## src/rtl/coax_buffered_tx.sv

```systemverilog
// ============================================================================
// coax_buffered_tx
// ----------------------------------------------------------------------------
// Buffered IBM 3270 coax transmitter. The host pushes 10-bit words into an
// internal FIFO and then pulses a start strobe. Every word waiting in the FIFO
// goes out as one frame of bi-phase (Manchester) cells, in this order:
//   - line quiesce: five bit-1 cells
//   - start code violation: high for 1.5 cells, then low for 1.5 cells
//   - per word: a sync bit-1 cell, data[9] down to data[0], then an even
//     parity cell
//   - end sequence: one bit-0 cell, then high for 1.5 cells
// Words loaded while a frame is running make that frame longer, as long as
// they arrive by the last clock of the current word's parity cell.
//
// Cell encoding (H = CLOCKS_PER_BIT/2):
//   bit 1 -> low for H clocks, then high for H clocks
//   bit 0 -> high for H clocks, then low for H clocks
//
// Parameters:
//   CLOCKS_PER_BIT  clocks per bit cell (even, >= 4)
//   DEPTH           FIFO depth in words (power of two, >= 2)
//   DELAY_CLOCKS    lag of o_tx_delay behind o_tx (1 .. CLOCKS_PER_BIT/2)
//
// Ports:
//   i_clk           system clock
//   i_reset         synchronous active-high reset
//   i_data          word to load into the FIFO
//   i_load_strobe   push i_data into the FIFO (dropped when full)
//   i_start_strobe  start a frame (ignored when the FIFO is empty or a frame
//                   is already running)
//   o_full          FIFO holds DEPTH words
//   o_empty         FIFO holds no words
//   o_level         FIFO occupancy
//   o_overflow      sticky flag: a load was attempted while full
//   o_active        a frame is in progress
//   o_tx            serial line level (also used for RX loopback)
//   o_tx_inverted   ~o_tx while a frame is active, otherwise 0
//   o_tx_delay      o_tx delayed by DELAY_CLOCKS clocks (pre-emphasis pad)
// ============================================================================
module coax_buffered_tx #(
    parameter int CLOCKS_PER_BIT = 16,
    parameter int DEPTH          = 256,
    parameter int DELAY_CLOCKS   = 4
) (
    input  logic                    i_clk,
    input  logic                    i_reset,
    input  logic [9:0]              i_data,
    input  logic                    i_load_strobe,
    input  logic                    i_start_strobe,
    output logic                    o_full,
    output logic                    o_empty,
    output logic [$clog2(DEPTH):0]  o_level,
    output logic                    o_overflow,
    output logic                    o_active,
    output logic                    o_tx,
    output logic                    o_tx_inverted,
    output logic                    o_tx_delay
);

    // The whole frame is built from half cells of HALF clocks each, so
    // the sequencer only counts clocks within a half cell (r_tick) and half
    // cells within the current state (r_half).
    localparam int HALF   = CLOCKS_PER_BIT / 2;
    localparam int TICK_W = (HALF > 1) ? $clog2(HALF) : 1;
    localparam int PTR_W  = $clog2(DEPTH);
    localparam int LVL_W  = PTR_W + 1;

    localparam logic [TICK_W-1:0] TICK_LAST = TICK_W'(HALF - 1);
    localparam logic [LVL_W-1:0]  LVL_FULL  = LVL_W'(DEPTH);

    // Index of the last half cell in each state.
    // Quiesce: 5 cells = 10 halves. Code violation: 3 high + 3 low halves.
    // Word: sync + 10 data + parity = 12 cells = 24 halves.
    // End: bit-0 cell (2 halves) + 3 high halves.
    localparam logic [4:0] QUIESCE_LAST = 5'd9;
    localparam logic [4:0] CV_LAST      = 5'd5;
    localparam logic [4:0] WORD_LAST    = 5'd23;
    localparam logic [4:0] END_LAST     = 5'd4;

    typedef enum logic [2:0] {
        S_IDLE,
        S_QUIESCE,
        S_START_CV,
        S_WORD,
        S_END
    } txState_t;

    // ------------------------------------------------------------------
    // Register and wire declarations
    // ------------------------------------------------------------------
    txState_t            r_state;
    logic [TICK_W-1:0]   r_tick;
    logic [4:0]          r_half;

    logic [9:0]          r_mem [DEPTH];
    logic [PTR_W-1:0]    r_wrPtr;
    logic [PTR_W-1:0]    r_rdPtr;
    logic [LVL_W-1:0]    r_count;
    logic                r_full;
    logic                r_empty;
    logic                r_overflow;

    logic [9:0]          r_word;
    logic                r_parity;

    logic                r_tx;
    logic                r_active;
    logic                r_txInv;
    logic [DELAY_CLOCKS-1:0] r_delay;

    txState_t            w_stateNext;
    logic [TICK_W-1:0]   w_tickNext;
    logic [4:0]          w_halfNext;
    logic [4:0]          w_halfLast;
    logic                w_halfEnd;

    logic                w_push;
    logic                w_pop;
    logic [LVL_W-1:0]    w_countNext;

    logic [11:0]         w_cellBits;
    logic [3:0]          w_cellIdx;
    logic                w_cellBit;
    logic                w_txNext;
    logic                w_activeNext;
    logic                w_txInvNext;

    // ------------------------------------------------------------------
    // FIFO control
    // ------------------------------------------------------------------
    // A load only lands when there is room. The head word is popped on
    // the very first clock of each word's sync cell; the sync cell itself
    // is a constant 1, so the popped word is in r_word well before its
    // first data cell is needed.
    assign w_push = i_load_strobe && !r_full;
    assign w_pop  = (r_state == S_WORD) && (r_half == 5'd0) &&
                    (r_tick == '0) && !r_empty;

    // The occupancy is tracked as a counter; a simultaneous push and pop
    // leaves it unchanged.
    always_comb begin
        w_countNext = r_count;
        case ({w_push, w_pop})
            2'b10:   w_countNext = r_count + 1'b1;
            2'b01:   w_countNext = r_count - 1'b1;
            default: w_countNext = r_count;
        endcase
    end

    // The word storage itself is plain memory without reset; only the
    // pointers and counter need to be flushed to empty the FIFO.
    always_ff @(posedge i_clk) begin
        if (w_push) begin
            r_mem[r_wrPtr] <= i_data;
        end
    end

    // Pointers, occupancy and the flags derived from it. The flags are
    // registered from the next-count value so they line up exactly with
    // o_level. Overflow stays set until reset once a load hits a full FIFO.
    always_ff @(posedge i_clk) begin
        if (i_reset) begin
            r_wrPtr    <= '0;
            r_rdPtr    <= '0;
            r_count    <= '0;
            r_full     <= 1'b0;
            r_empty    <= 1'b1;
            r_overflow <= 1'b0;
        end else begin
            if (w_push) begin
                r_wrPtr <= r_wrPtr + 1'b1;
            end
            if (w_pop) begin
                r_rdPtr <= r_rdPtr + 1'b1;
            end
            r_count    <= w_countNext;
            r_full     <= (w_countNext == LVL_FULL);
            r_empty    <= (w_countNext == '0);
            r_overflow <= r_overflow | (i_load_strobe & r_full);
        end
    end

    // Capture the popped word together with its even-parity bit, so the
    // parity cell can be sent straight from a register.
    always_ff @(posedge i_clk) begin
        if (i_reset) begin
            r_word   <= '0;
            r_parity <= 1'b0;
        end else if (w_pop) begin
            r_word   <= r_mem[r_rdPtr];
            r_parity <= ^r_mem[r_rdPtr];
        end
    end

    // ------------------------------------------------------------------
    // Frame sequencer: state register
    // ------------------------------------------------------------------
    // Holds the state plus the position inside it. The outputs below are
    // registered from the next-state values, so the registered state always
    // describes the cell that o_tx is showing in the same cycle.
    always_ff @(posedge i_clk) begin
        if (i_reset) begin
            r_state <= S_IDLE;
            r_tick  <= '0;
            r_half  <= '0;
        end else begin
            r_state <= w_stateNext;
            r_tick  <= w_tickNext;
            r_half  <= w_halfNext;
        end
    end

    // ------------------------------------------------------------------
    // Frame sequencer: next-state logic
    // ------------------------------------------------------------------
    // Idle waits for a start strobe with words available. In every other
    // state the tick counter runs through a half cell, the half counter
    // runs through the state, and the last clock of the last half decides
    // where to go next. At the end of a word, a load arriving in that same
    // clock counts as a waiting word, so the frame carries on without an
    // end sequence in between.
    assign w_halfEnd = (r_tick == TICK_LAST);

    always_comb begin
        w_stateNext = r_state;
        w_tickNext  = r_tick;
        w_halfNext  = r_half;
        w_halfLast  = END_LAST;

        case (r_state)
            S_QUIESCE:  w_halfLast = QUIESCE_LAST;
            S_START_CV: w_halfLast = CV_LAST;
            S_WORD:     w_halfLast = WORD_LAST;
            default:    w_halfLast = END_LAST;
        endcase

        if (r_state == S_IDLE) begin
            w_tickNext = '0;
            w_halfNext = '0;
            if (i_start_strobe && !r_empty) begin
                w_stateNext = S_QUIESCE;
            end
        end else if (!w_halfEnd) begin
            w_tickNext = r_tick + 1'b1;
        end else begin
            w_tickNext = '0;
            if (r_half == w_halfLast) begin
                w_halfNext = '0;
                case (r_state)
                    S_QUIESCE:  w_stateNext = S_START_CV;
                    S_START_CV: w_stateNext = S_WORD;
                    S_WORD:     w_stateNext = (!r_empty || i_load_strobe) ?
                                              S_WORD : S_END;
                    default:    w_stateNext = S_IDLE;
                endcase
            end else begin
                w_halfNext = r_half + 1'b1;
            end
        end
    end

    // ------------------------------------------------------------------
    // Frame sequencer: output logic
    // ------------------------------------------------------------------
    // Works out the line level for the next clock. Inside a word, cell n
    // (0 = sync, 1..10 = data[9]..data[0], 11 = parity) takes its value
    // from bit 11-n of {1, word, parity}; the first half of a cell is the
    // complement of its value and the second half is the value itself.
    always_comb begin
        w_cellBits = {1'b1, r_word, r_parity};
        w_cellIdx  = 4'd11 - w_halfNext[4:1];
        w_cellBit  = w_cellBits[w_cellIdx];
        w_txNext   = 1'b0;

        case (w_stateNext)
            S_QUIESCE:  w_txNext = w_halfNext[0];
            S_START_CV: w_txNext = (w_halfNext < 5'd3);
            S_WORD:     w_txNext = w_halfNext[0] ? w_cellBit : ~w_cellBit;
            S_END:      w_txNext = (w_halfNext != 5'd1);
            default:    w_txNext = 1'b0;
        endcase

        w_activeNext = (w_stateNext != S_IDLE);
        w_txInvNext  = w_activeNext & ~w_txNext;
    end

    // Output registers. The delay line is a plain shift of the registered
    // line level, so it replays the frame DELAY_CLOCKS later and then drains
    // to 0 by itself once the line goes idle.
    always_ff @(posedge i_clk) begin
        if (i_reset) begin
            r_tx     <= 1'b0;
            r_active <= 1'b0;
            r_txInv  <= 1'b0;
            r_delay  <= '0;
        end else begin
            r_tx       <= w_txNext;
            r_active   <= w_activeNext;
            r_txInv    <= w_txInvNext;
            r_delay[0] <= r_tx;
            for (int i = 1; i < DELAY_CLOCKS; i++) begin
                r_delay[i] <= r_delay[i-1];
            end
        end
    end

    assign o_full        = r_full;
    assign o_empty       = r_empty;
    assign o_level       = r_count;
    assign o_overflow    = r_overflow;
    assign o_active      = r_active;
    assign o_tx          = r_tx;
    assign o_tx_inverted = r_txInv;
    assign o_tx_delay    = r_delay[DELAY_CLOCKS-1];

endmodule
```

## config.mk

```make
export PLATFORM = sky130hd
export DESIGN_NAME = coax_buffered_tx
export DESIGN_NICKNAME = d
export VERILOG_FILES = /design/src/rtl/coax_buffered_tx.sv
export SDC_FILE = /design/constraint.sdc
export NUM_CORES = 2
export LEC_CHECK = 0
export ABC_AREA = 1
export CAP_MARGIN = 20
export CORE_AREA = 2 2 601 454
export CTS_CLUSTER_SIZE = 30
export DETAILED_ROUTE_END_ITERATION = 10
export DIE_AREA = 0 0 603 456
export PLACE_DENSITY_LB_ADDON = 0.08
export SLEW_MARGIN = 15
export SYNTH_ARGS = -nofsm -noshare
export SYNTH_HDL_FRONTEND = slang
export SYNTH_SLANG_ARGS = --single-unit
```

## constraint.sdc

```tcl
create_clock -name i_clk -period 4.15 [get_ports i_clk]
set_clock_uncertainty 0.15 [all_clocks]
set_input_delay 1.0375 -clock i_clk [delete_from_list [all_inputs] [get_ports i_clk]]
set_output_delay 1.0375 -clock i_clk [all_outputs]
set_load 0.05 [all_outputs]
```

== After elaboration in Yosys (flattened, before gate mapping) ==
Memories as Yosys holds them, arrays and structs flattened. A register that Yosys moved wholly into a read port is not among the register bits.
Index checks and enable logic that the tools add are counted.

* Bits in registers: 57
* RAM bits: 2,560
* Bits of input ports: 14
* Output and inout bits: 16
* Word-level logic and storage cells: 77
* Memories: 1

{| class="wikitable"
|+ Memories
! name !! depth !! bits a word !! rd ports !! clocked after Yosys merged registers in !! wr ports !! line !! RTL
|-
| r_mem || 256 || 10 || 1 || 1 || 1 || 95 || <nowiki>logic [9:0] r_mem [DEPTH];</nowiki>
|}

* Add/sub/neg operators: 7
* $lt $le $gt $ge: 2
* Equal/unequal tests: 13
* Multiplexer cells: 19
* Bitwise gates (word level): 5
* Reduce and logical (&&, ||, !) cells: 15

{| class="wikitable"
|+ Operator list
! cell !! count
|-
| case mux 9 bit (2 select lines) || 1
|-
| adder 8 x 1 -> 8 bit (second input constant) || 2
|-
| 2-to-1 mux 8 bit || 2
|-
| 2-to-1 mux 3 bit || 5
|-
| 2-to-1 mux 5 bit || 3
|-
| case mux 5 bit (3 select lines) || 1
|-
| == test 3 x 2 -> 1 bit (second input constant) || 4
|-
| XOR reduction 10 bit || 1
|-
| adder 9 x 1 -> 9 bit (second input constant) || 1
|-
| == test 9 bit (second input constant) || 1
|-
| zero test 9 bit || 1
|-
| case mux 3 bit (3 select lines) || 1
|-
| subtractor 9 x 1 -> 9 bit (second input constant) || 1
|-
| == test 3 x 1 -> 1 bit (second input constant) || 2
|-
| == test 3 bit (second input constant) || 2
|-
| zero test 3 bit || 2
|-
| adder 5 x 1 -> 5 bit (second input constant) || 1
|-
| == test 5 bit || 1
|-
| logical AND 1 bit || 5
|-
| zero test 5 bit || 1
|-
| less-than comparator 4 x 5 -> 1 bit (second input constant) || 1
|-
| less-than comparator 5 x 2 -> 1 bit (second input constant) || 1
|-
| inequality test 5 x 1 -> 1 bit (second input constant) || 1
|-
| binary-select mux 1 bit (select 4 bit) || 1
|-
| 13 further kinds || 19
|}

== Longest topological paths before layout ==
* Word-level depth: 14
* Gate-level depth with buffers: 24
* Gate-level depth less buffers: 23

== Worst setup path before layout ==
No wires, ideal clock.

* Path type: in2reg
* From: input i_load_strobe
* To: register r_empty (netlist: o_empty)
* Library setup time: 0.126 ns
* Arrival time: 3.508 ns
* Data required time: 3.874 ns
* Path slack: 0.366 ns
* Stages: 19
* Buffers on the path: 0
* Cells stage by stage: inv_1 nor2_1 inv_1 ha_1 ha_1 a21oi_1 nor2_1 nor2_1 nor2_1 nor2_1 o21ai_0 and2_1 nor2_1 o21bai_1 or2_2 nand3_1 o21ai_0 nand3_1 a21oi_1

* Cells in the longest elaborated chain, start to end: 4
* Elaborated cells between the ends (all ways): 5
* Those cells by class: 2 x eq/ne; 1 x mux; 2 x reduce/logical

{| class="wikitable"
|+ RTL lines
! element !! line !! RTL
|-
| start, declared || 48 || <nowiki>input logic i_load_strobe,</nowiki>
|-
| logical AND 1 bit * || 135 || <nowiki>assign w_push = i_load_strobe && !r_full;</nowiki>
|-
| == test 2 x 1 -> 1 bit or == test 2 bit (tied branches) || 143 || <nowiki>case ({w_push, w_pop})</nowiki>
|-
| case mux 9 bit (2 select lines) * || 143 ||
|-
| zero test 9 bit * || 178 || <nowiki>r_empty <= (w_countNext == '0);</nowiki>
|-
| end signal, assigned || 178 ||
|-
| end, declared || 100 || <nowiki>logic r_empty;</nowiki>
|}

Every way passes the cells marked *; elsewhere a longest branch is shown, timed or not.
A chain may end at the register's enable or synchronous reset.

==> results.txt <==
The run finished with clean final reports. The initial antenna violation count is 13. The destination of the worst register-to-register timing path is r_parity. Summed over all cells, the static leakage comes to 0.0428 uW. The most common cell in the synthesized netlist is sky130_fd_sc_hd__edfxtp_1. The internal reg-to-reg setup slack came out at 0.20 ns. Synthesis produced a netlist with a net count of 9,069. The fraction of registers with async set/reset came out at 0.

The main combinational cell family by area after synthesis is simple AND/OR/NAND/NOR gates. The maximum single-stage delay on the critical path came out at 0.44 ns. The worst hold path terminates at r_delay[3]. Setup repair after global routing left no endpoint under its margin. The core occupancy in the finished layout is 0.458. The capturing element type of the critical path is a flop. The post-synthesis cell count came out at 9,034. The critical path is of the reg2reg type. The post-route DRC violation count is 0. The slew of the pin with the lowest slew margin came out at 1.03 ns. The cell-internal power came out at 43,400 uW. The average wire per standard cell is 25.6 um. Data on the critical path arrives at its endpoint at 4.55 ns. The overall track demand over capacity in global routing is 0.239. The relative area change from synthesis to final layout is 14.8%. The largest voltage drop on the vdd net is 0.274 mV. The power density over the cells came out at 443 nW/um2. The HPWL after detailed placement is 199 mm.

The final number of hold-violating endpoints is 0. The final critical-path share of the clock period is 0.952. The combinational group share of total power came out at 0.017.

The final critical-path setup slack came out at 0.199 ns. The clock buffer count from CTS came out at 281. The post-synthesis compound-gate area fraction is 0.0167. The die is 456 um tall. Of the total synthesized cell area, the portion taken by XOR and XNOR cells is 0.000409. In the post-synthesis netlist, the biggest area contributors are sky130_fd_sc_hd__edfxtp_1 72%, sky130_fd_sc_hd__nand3_1 11%, sky130_fd_sc_hd__nand2_1 8.7%. After synthesis, the most frequently instantiated cells are 2,560 x sky130_fd_sc_hd__edfxtp_1, 2,484 x sky130_fd_sc_hd__nand2_1, 2,325 x sky130_fd_sc_hd__nand3_1, 491 x sky130_fd_sc_hd__nor2_1, 318 x sky130_fd_sc_hd__buf_2. The share of synthesized area in the top cell type comes to 0.718. The clock latency on the worst-skew pair came out at 0.86 ns.

The proportion of synthesized chip area in sequential cells came out at 0.730. The number of flops mapped to enable cells by yosys is 2,560. The floorplan step defined a die boundary enclosing 275,000 um2. The count of standard-cell rows is 165.

The overflow left after global routing came out at 0. Data on the critical path is required at its endpoint by 4.75 ns. The average instance in the mapped netlist occupies 11.9 um2.

The maximum number of pins on one net before global-route repair came out at 149. The number of port buffers is 29. The share of total power consumed by net switching is 0.204. The adder-cell share of the synthesized area came out at 0.00252. Setup violations remaining at the end of the flow were counted as 0.

The total routed wirelength came out at 335 mm. The max-cap check violation count is 0. The buffer type at the clock tree root is sky130_fd_sc_hd__clkbuf_16. The die extent in x came out at 603 um. The cell that appears most often on the critical path is sky130_fd_sc_hd__nand3_1.

The number of DRC violations after detailed-routing iteration 0 is 8,439. The count of boundary I/O pins is 30. The worst register-to-register path has a depth of 23. The pre-CTS setup slack came out at -0.224 ns. Before antenna repair, the detailed router went through 8 iterations. The post-CTS clock slew at the launch and capture registers of the worst setup and hold paths is 0.06 ns. The worst hold path begins at r_delay[2]. The count of warnings emitted by yosys is 0. The layout filler cell count came out at 24,400.

The routability congestion estimate is 0.876. The share of synthesized cell area in and, or, nand and nor gates is 0.215. The number of different library cells used by synthesis comes to 39. The maximum fanout encountered on the critical timing path came out at 74. The first global-routing pass estimated 485 mm of wire. The number of clock sinks is 2,625.

The power share of the sequential group is 0.533. The tightest min-delay check is of the reg2reg type. The number of global-route vias before repair was 67,200.

In this run the remaining antenna-violating nets after routing total 0. The flip-flop and latch count after synthesis came out at 2,625. The remaining max-slew budget at the tightest pin is 0.310. The initial standard-cell utilization of the core came out at 0.399. On the critical path, the stage with the largest delay is an instance of sky130_fd_sc_hd__dfxtp_4.

The routed via count came out at 71,500. The critical path goes through inv_16, buf_4, buf_12, buf_12, nand2_1, nand3_1, nand3_1, nand3_1, nand3_1, nand3_1, nand3_1, nand3_1, nand2_1, nand2_1, nand2_1, inv_2, nand2_1, nand2_1, nand2_1, nand3_1, nand3_1, nand2_1, inv_1. The net count of the finished layout is 9,331. The number of slew-limit violations in the final report was 0. The mux share of post-synthesis cell area is 0. The worst hold path cell count is 2. The average via count per standard cell came out at 5.46. The fmax came out at 0.253 GHz.

The fraction of layout cells with a size suffix above 1 is 0.101. sky130_fd_sc_hd__edfxtp_1 takes more of the synthesized area than any other cell. The total standard cell area after synthesis came out at 107,000 um2.

The placeable core region came out at 269,000 um2. TritonCTS built the clock tree. The kind of start point of the critical path is a flop. The clock period minus worst slack came out at 3.95 ns. In the synthesized netlist the dominant register cell turns out to be sky130_fd_sc_hd__edfxtp_1. The share of total power dissipated in the clock network is 0.450. The switching power is 11,100 uW.

The maximum buffer depth of the clock tree came out at 4. The number of levels the H-tree was split into came out at 5.
-- registers in the layout (all words and copies together), names as in the netlist, 3 cells and up, named ones only --
register  cells
r_mem      2560
r_word       10
o_level       9
r_rdPtr       8
r_wrPtr       8
r_half        5
r_delay       4
r_state       3
r_tick        3
-- metal layers --
layer,vias to the layer above,share of wire,wire [um],GRT usage
met5,-,0.00042,142,0
met4,3,0.018,6150,0.0491
met3,394,0.071,23800,0.0360
met2,2485,0.43,146000,0.351
met1,35900,0.48,159000,0.372
li1,32700,-,-,-
-- layout make-up --
cell class	instances	area (um2)	share of cell area
Sequential cell	2625	78200	0.636
Multi-Input combinational cell	5687	25100	0.204
Clock buffer	373	7720	0.0627
Timing Repair Buffer	587	5950	0.0484
Tap cell	3590	4490	0.0365
Clock inverter	116	1010	0.00821
Inverter	114	474	0.00386
Antenna cell	7	17.5	0.000142
-- per-stage QoR --
| stage | setup TNS, ns | hold WS, ns | cells | instance area (um2) | total power (uW) |
|---|---|---|---|---|---|
| after floorplan | 0 | 0.238 | 9034 | 107000 | 29800 |
| after global placement | -1.35 | 0.239 | 12600 | 114000 | 30600 |
| after detailed placement | -0.642 | 0.250 | 12600 | 114000 | 30600 |
| after CTS | 0 | 0.260 | 13100 | 123000 | 55000 |
| after global routing | 0 | 0.271 | 13100 | 123000 | 56000 |
| final | 0 | 0.255 | 13100 | 123000 | 54500 |
-- what timing repair did --
| action | in CTS | in global routing |
|---|---|---|
| buffers inserted | 0 | 0 |
| gates resized for setup | 0 | 2 |
| setup endpoints to repair | 0 | 1 |
| hold buffers | 0 | 0 |
-- cells by family after synthesis --
logic type,after synthesis
AOI/OAI and AO/OA,333
adders and majority gates,21
buffers and inverters,722
DFF,2625
xor gates and xnor gates,5
and+or+nand+nor,5328
-- critical path, delay by kind of cell (launching register included) --
kind                   cells  cell delay [ns]
and+or+nand+nor           17             2.07
buffers and inverters      6             1.14
DFF                        1             0.44
-- worst max path at each step --
stage                   from  endpoint  slack [ns]  depth (start not counted)
2_1_floorplan  i_load_strobe   o_empty        0.37                         19
6_report                flop  r_parity        0.20                         23
3_3_place_gp   i_load_strobe   o_empty       -0.41                         20
5_1_grt                 flop  r_parity        0.04                         22
4_1_cts                 flop  r_parity        0.27                         23
3_5_place_dp   i_load_strobe   o_empty       -0.22                         22
-- power by group through the flow --
stage	sequential [uW]	combinational [uW]	clock [uW]
6_report	29100	913	24500
4_1_cts	29100	927	25000
3_5_place_dp	29700	926	0
5_1_grt	29100	973	26000
3_3_place_gp	29700	914	0
2_1_floorplan	29700	121	0
-- cells in the final DEF (no fill, tap or decap), types with 75 or more instances in the layout --
cell type and instances:
sky130_fd_sc_hd__edfxtp_1 2560, sky130_fd_sc_hd__nand2_1 2471, sky130_fd_sc_hd__nand3_1 2325, sky130_fd_sc_hd__nor2_1 490
sky130_fd_sc_hd__buf_4 445, sky130_fd_sc_hd__clkbuf_16 297, sky130_fd_sc_hd__o21ai_0 149, sky130_fd_sc_hd__buf_12 109
sky130_fd_sc_hd__inv_1 105, sky130_fd_sc_hd__o22ai_1 77, sky130_fd_sc_hd__clkbuf_1 75
No activity file was read; power rests on OpenSTA's default activity.
